**src/rtl/fifo_uart_tx.sv**
```systemverilog
// Drains a synchronous byte FIFO and serialises each byte as a UART frame (idle-high line).
// Define PARITY_EN to append an even-parity bit after the data bits.
module fifo_uart_tx #(
  parameter int unsigned CLKS_PER_BIT = 16,
  parameter int unsigned DATA_W       = 8,
  parameter int unsigned STOP_BITS    = 1
) (
  input  logic              clock,
  input  logic              reset,
  input  logic              enable,
  input  logic              fifo_empty,
  input  logic [DATA_W-1:0] fifo_data,
  output logic              fifo_rd,
  output logic              tx,
  output logic              busy,
  output logic              frame_done
);

  localparam int unsigned BAUD_W = $clog2(CLKS_PER_BIT);
  // Wide enough to count both data bits and stop bits.
  localparam int unsigned BIT_W  = $clog2(DATA_W + 1);

  localparam logic [BAUD_W-1:0] BAUD_LAST = BAUD_W'(CLKS_PER_BIT - 1);
  localparam logic [BIT_W-1:0]  DATA_LAST = BIT_W'(DATA_W - 1);
  localparam logic [BIT_W-1:0]  STOP_LAST = BIT_W'(STOP_BITS - 1);

`ifdef PARITY_EN
  typedef enum logic [2:0] {IDLE, REQ, LOAD, START, DATA, PARITY, STOP} state_t;
`else
  typedef enum logic [2:0] {IDLE, REQ, LOAD, START, DATA, STOP} state_t;
`endif

  state_t              state_q;
  logic [BAUD_W-1:0]   baud_q;
  logic [BIT_W-1:0]    bit_q;
  logic [DATA_W-1:0]   shreg_q;
  logic [DATA_W-1:0]   shreg_next;
  logic                bit_end;
`ifdef PARITY_EN
  logic                parity_q;
`endif

  assign bit_end    = (baud_q == BAUD_LAST);
  assign shreg_next = shreg_q >> 1;

  always_ff @(posedge clock) begin
    if (reset) begin
      state_q    <= IDLE;
      baud_q     <= '0;
      bit_q      <= '0;
      shreg_q    <= '0;
      tx         <= 1'b1;
      fifo_rd    <= 1'b0;
      busy       <= 1'b0;
      frame_done <= 1'b0;
`ifdef PARITY_EN
      parity_q   <= 1'b0;
`endif
    end else begin
      fifo_rd    <= 1'b0;
      frame_done <= 1'b0;
      unique case (state_q)
        IDLE: begin
          tx <= 1'b1;
          if (enable && !fifo_empty) begin
            state_q <= REQ;
            fifo_rd <= 1'b1;
            busy    <= 1'b1;
          end
        end
        // FIFO registers the requested byte on this edge; capture it on the next.
        REQ: state_q <= LOAD;
        LOAD: begin
          shreg_q <= fifo_data;
          tx      <= 1'b0;
          baud_q  <= '0;
          state_q <= START;
`ifdef PARITY_EN
          parity_q <= ^fifo_data;
`endif
        end
        START: begin
          if (bit_end) begin
            baud_q  <= '0;
            bit_q   <= '0;
            tx      <= shreg_q[0];
            state_q <= DATA;
          end else begin
            baud_q <= baud_q + 1'b1;
          end
        end
        DATA: begin
          if (bit_end) begin
            baud_q <= '0;
            if (bit_q == DATA_LAST) begin
              bit_q   <= '0;
`ifdef PARITY_EN
              tx      <= parity_q;
              state_q <= PARITY;
`else
              tx      <= 1'b1;
              state_q <= STOP;
`endif
            end else begin
              shreg_q <= shreg_next;
              tx      <= shreg_next[0];
              bit_q   <= bit_q + 1'b1;
            end
          end else begin
            baud_q <= baud_q + 1'b1;
          end
        end
`ifdef PARITY_EN
        PARITY: begin
          if (bit_end) begin
            baud_q  <= '0;
            bit_q   <= '0;
            tx      <= 1'b1;
            state_q <= STOP;
          end else begin
            baud_q <= baud_q + 1'b1;
          end
        end
`endif
        STOP: begin
          tx <= 1'b1;
          if (bit_end) begin
            baud_q <= '0;
            if (bit_q == STOP_LAST) begin
              bit_q      <= '0;
              state_q    <= IDLE;
              busy       <= 1'b0;
              frame_done <= 1'b1;
            end else begin
              bit_q <= bit_q + 1'b1;
            end
          end else begin
            baud_q <= baud_q + 1'b1;
          end
        end
        default: begin
          state_q <= IDLE;
          tx      <= 1'b1;
          busy    <= 1'b0;
        end
      endcase
    end
  end

endmodule
```
**config.mk**
```make
export PLATFORM = sky130hd
export DESIGN_NAME = fifo_uart_tx
export DESIGN_NICKNAME = d
export VERILOG_FILES = /design/src/rtl/fifo_uart_tx.sv
export SDC_FILE = /design/constraint.sdc
export NUM_CORES = 1
export LEC_CHECK = 0
export BUFFER_PORTS_ARGS = -buffer_cell sky130_fd_sc_hd__buf_2
export CORE_MARGIN = 2
export CORE_UTILIZATION = 30
export DETAILED_ROUTE_END_ITERATION = 16
export GPL_ROUTABILITY_DRIVEN = 0
export SYNTH_ARGS = -nofsm -noshare
export SYNTH_HDL_FRONTEND = slang
export SYNTH_SLANG_ARGS = --single-unit
```
**constraint.sdc**
```tcl
create_clock -name clock -period 2.55 [get_ports clock]
set_input_delay 0.3825 -clock clock [delete_from_list [all_inputs] [get_ports clock]]
set_output_delay 0.3825 -clock clock [all_outputs]
set_load 0.005 [all_outputs]
```
[Yosys cells after proc, flatten, opt, wreduce, memory -nomap -nowiden]
Index checks and enable logic that the tools add are counted.
Operators by class
  add/subtract/negate cells: 2
  multiply operators: 0
  div/mod/pow operators: 0
  order comparisons: 0
  equal/unequal tests: 14
  shifts and indexed selects: 0
  muxes and demuxes: 28
  bitwise operators: 5
  reduce and logical (&&, ||, !) cells: 16
Operators by type and width (number)
  two-way mux 4 bit: 6
  two-way mux 3 bit: 6
  one-hot mux 3 bit (6 select lines): 1
  two-way mux 8 bit: 2
  one-hot mux 8 bit (2 select lines): 1
  != test 2 bit (second input constant): 7
  one-hot mux 4 bit (3 select lines): 1
  adder 4 x 1 -> 4 bit (second input constant): 2
  two-way mux 1 bit: 8
  one-hot mux 4 bit (2 select lines): 1
  AND reduction 4 bit: 2
  equality test 3 x 2 -> 1 bit (second input constant): 2
  equality test 3 bit (second input constant): 2
  AND reduction 3 bit: 2
  AND reduction 6 bit: 1
  OR reduction 3 bit: 2
  NOT 1 bit: 5
  equality test 4 x 3 -> 1 bit (second input constant): 1
  equality test 4 bit (second input constant): 1
  logical NOT 4 bit: 1
  one-hot mux 1 bit (4 select lines): 1
  nonzero test 2 bit: 2
  OR reduction 4 bit: 1
  equality test 3 x 1 -> 1 bit (second input constant): 1
  6 further kinds: 6
Storage, ports and cells
  bits in registers: 23
  bits in latches: 0
  RAM bits: 0
  bits in read-only memories: 0
  output and inout bits: 4
  logic and storage cells: 73
  memories: 0

[Logic depth before layout (Yosys ltp)]
  depth after elaboration: 4
  mapped depth: 7

[Worst setup path after synthesis]
Ideal clock, no wire load.
  path kind: register to register
  start point: register state_q[2]
  end point: register shreg_q[4]
  setup time: 0.079 ns
  data arrival time: 1.635 ns
  required time: 2.471 ns
  slack: 0.836 ns
  stages on the path, launching flop included: 8
  path buffers: 3
  period minus slack after synthesis: 1.714 ns
  cells stage by stage: dfxtp_1 buf_4 or3b_1 buf_6 o32ai_4 buf_6 nor2_1 a211oi_2
Between the ends
  cells in the longest elaborated chain, start to end: 3
  elaborated cells between the ends (all ways): 7
Ends and longest elaborated chain
  start, declared: line 33  | state_t state_q;
  start signal, assigned: line 48  | state_q <= IDLE;
  start signal, assigned: line 66  | state_q <= REQ;
  start signal, assigned: line 72  | REQ: state_q <= LOAD;
  equality test 3 bit / equality test 3 x 2 -> 1 bit (equally long branches): line 62  | unique case (state_q)
  != test 2 bit (no line) / nonzero test 2 bit (equally long branches)
  AND reduction 3 bit (no line)
  end signal, assigned: line 74  | shreg_q <= fifo_data;
  end signal, assigned: line 105  | shreg_q <= shreg_next;
  end, declared: line 36  | logic [DATA_W-1:0] shreg_q;
Several ways; a longest one is shown, not always the timed one.
A chain may end at the register's enable or synchronous reset.

[Final worst setup path]
  start point: register baud_q[0]
  end point: register shreg_q[2]
Between the ends
  cells in the longest elaborated chain, start to end: 3
Ends and longest elaborated chain
  start, declared: line 34  | logic [BAUD_W-1:0] baud_q;
  start signal, assigned: line 89  | baud_q <= baud_q + 1'b1;
  start signal, assigned: line 110  | baud_q <= baud_q + 1'b1;
  start signal, assigned: line 138  | baud_q <= baud_q + 1'b1;
  equality test 4 bit: line 43  | assign bit_end = (baud_q == BAUD_LAST);
  != test 2 bit (no line)
  AND reduction 3 bit (no line)
Every way passes these cells.

==> flow_summary_export.csv <==
group,metric,value,unit
power,p_per_area,508.7,nW/um2
yosys,yosysWarnings,0,
cts,clk-insertion-delay-late,0.26,ns
sta,finalSetupTns,0,ns
setup_path,end_kind,"flop",
route,vias,1088,
cts,cts_tree,"done",
floorplan,initial_core_util,0.3145,
global_route,track_usage,0.1132,
power,p_sw_frac,0.2503,
final_layout,syn_to_final_growth,10.49,%
setup_path,cp.arrival,2.16,ns
status,status,"complete, no violations",
sta,max_slew_margin,0.6072,
global_route,grt_max_degree,23,
final_layout,diodes,0,
global_route,first_global_vias,1000,
power,p_seq_frac,0.553,
yosys,synth_seq_cells,23,
setup_path,worstSetupPathType,"flop to flop",
final_layout,mostFrequentLayoutCell,"dfxtp_1",
route,drc_errors,0,
sta,setup_ws,0.5547,ns
cts,holdBufCountCts,0,
cts,ctsResizeCount,0,
power,comb_power_share,0.142,
power,leakagePower,0.5517,nW
yosys,synth_area,1276,um2
worst_hold_path,hp-class,"input port to flop",
setup_path,cp_max_fo,15,
power,p_switching,179.5,uW
global_route,grt_pass1_wl,4609,um
final_layout,drive_above_1_share,0.1677,
route,drt-total-wl,2696,um
sta,finalCriticalPeriod,1.995,ns
final_layout,final_cell_mix,"dfxtp_1 (23), buf_2 (15), nor2_1 (14), a21oi_1 (12), nand2_1 (10)",
sta,timing.final.crit_share,0.7825,
yosys,synth_top_cell_by_area,"dfxtp_1",
route,drtPass1Iterations,4,
global_route,grt_overflow,0,
flow_run,max-cap-violations,0,
place,portBuffers,15,
route,drt_iter0_drc,46,
yosys,avgSynthCellArea,8.452,um2
sta,rsz0062_at_grt,"false",
route,wl_per_cell,12.78,um
power,vdd_drop_max,0.3569,mV
route,antenna_left,0,
place,post-place-ws,0.5448,ns
floorplan,die_area,4792,um2
final_layout,register_area,460.4,um2
place,dp_hpwl,1955,um
sta,tightest_slew,0.5892,ns
yosys,netlist-cell-type-count,40,
global_route,antenna_found_initial,0,
floorplan,die_h,69.23,um
yosys,syn_nets,166,
final_layout,fillers,435,
sta,max_freq,0.5012,GHz
yosys,synth_cells,151,
route,vias_per_cell,5.156,
sta,setup_viol,0,
cts,clock_path_buffers,2,
cts,clk_pin_slew_worst_paths,0.08,ns
floorplan,io_pins,16,
floorplan,die_x,69.23,um
sta,hold_viol,0,
yosys,synth-edff-count,0,
yosys,synth_area_leaders,"dfxtp_1 (36%), mux2i_1 (5.5%), a21oi_1 (4.7%), nor2_1 (4.1%), a211oi_1 (3.5%)",
yosys,synth_top_area_share,0.3608,
final_layout,multi_input_area,725.7,um2
yosys,seq_area_frac_synth,0.3608,
final_layout,nets,177,
cts,cts.sinks,23,
sta,fin_worst_skew,0.004053,ns
cts,cts_setup_buffers,0,
setup_path,crit_chain,"ha_1 -> nand3_1 -> o32ai_4 -> nor2_1 -> a211oi_1",
cts,cts_root_buf,"clkbuf_8",
sta,maxSlewViolCount,0,
setup_path,critPathLaunchType,"flop",
floorplan,rows,23,
power,p_total,717.3,uW
yosys,async_reset_ff_frac,0,
setup_path,slowest_stage,"o32ai_4",
floorplan,core,4058,um2
setup_path,path_buf_inv,0,
cts,cts_max_level,1,
setup_path,slowest_delay,0.64,ns
setup_path,worstPathRequired,2.72,ns
cts,numCtsBuffers,3,
power,p_clk_frac,0.305,
power,p_int,537.8,uW
setup_path,cp_top_family,"compound AO/OA/AOI/OAI gates",
yosys,synth_flop_cell,"dfxtp_1",
[area by class of cell]
cell class | count | share of cell area
clock buffer | 4 | 0.03194
inverter | 5 | 0.01331
multi-input combinational | 111 | 0.5146
sequential | 23 | 0.3265
tap | 50 | 0.04437
timing repair buffer | 18 | 0.06921
[kinds of logic (layout without fill, tap and decap cells)]
kind of cell,after synthesis,after routing,share of synthesized area
adders and majority gates,3,3,0.02941
muxes,7,7,0.05490
buffers and inverters,17,27,0.07059
AOI/OAI and AO/OA,41,41,0.2383
and+or+nand+nor,60,60,0.2461
DFF,23,23,0.3608
[final timing paths]
path                            cells past startpoint                    start  slack, ns                       to
worst max-delay path                                5   baud_q[0]$_SDFFE_PP0P_       0.55  shreg_q[2]$_SDFFE_PP0P_
worst min-delay path                                4               fifo_empty       0.40       fifo_rd$_SDFF_PP0_
worst max register to register                      5   baud_q[0]$_SDFFE_PP0P_       0.55  shreg_q[2]$_SDFFE_PP0P_
worst min register to register                      2  shreg_q[7]$_SDFFE_PP0P_       0.48  shreg_q[7]$_SDFFE_PP0P_
[state kept, by name, summed over array words and instances (netlist names)]
register	flops
shreg_q	8
baud_q	4
bit_q	4
state_q	3
busy	1
fifo_rd	1
frame_done	1
tx	1
[routing by layer]
layer  GRT usage  part of all wire  vias up
met4     0.03922             0.013        0
li1            -                 -      568
met2      0.1838              0.46       15
met5           0                 0        -
met3     0.01599             0.030        2
met1      0.1535              0.50      503
[worst min-delay path: stages]
cell and delay, ns:
buf_2 0.07, nor2b_1 0.06, nand2_1 0.06, nor3_1 0.04
[stage by stage]
step / hold slack, ns / area [um2] / utilization / std cells
finish: 0.3960 / 1410 / 0.3475 / 211
global route: 0.4160 / 1410 / 0.3475 / 211
CTS: 0.3937 / 1410 / 0.3475 / 211
detailed placement: 0.4690 / 1365 / 0.3364 / 207
global placement: 0.4591 / 1365 / 0.3364 / 207
floorplan: 0.4452 / 1276 / - / 151
[synthesized netlist by cell type, types with 2 or more instances]
cell type and n:
a211oi_1 6, a211oi_2 3, a21oi_1 12, and3_1 3, buf_1 2, buf_6 3, clkbuf_1 6, dfxtp_1 23
ha_1 3, inv_1 5, mux2i_1 7, nand2_1 10, nand2b_1 4, nand3_1 6, nand3b_1 2, nand4_1 2
nor2_1 14, nor2b_1 5, nor3_1 4, nor3b_1 3, o21ai_0 6, o22ai_1 3, or2_2 2
[power by group through the flow]
stage                     combinational [mW]  sequential [mW]  clock (mW)
after detailed placement               0.103            0.405           0
final                                  0.102            0.396       0.219
after CTS                              0.103            0.397       0.230
after floorplan                       0.0828            0.399           0
after global placement                 0.101            0.404           0
after global routing                   0.116            0.400       0.244
No activity file was read; power rests on OpenSTA's default activity.
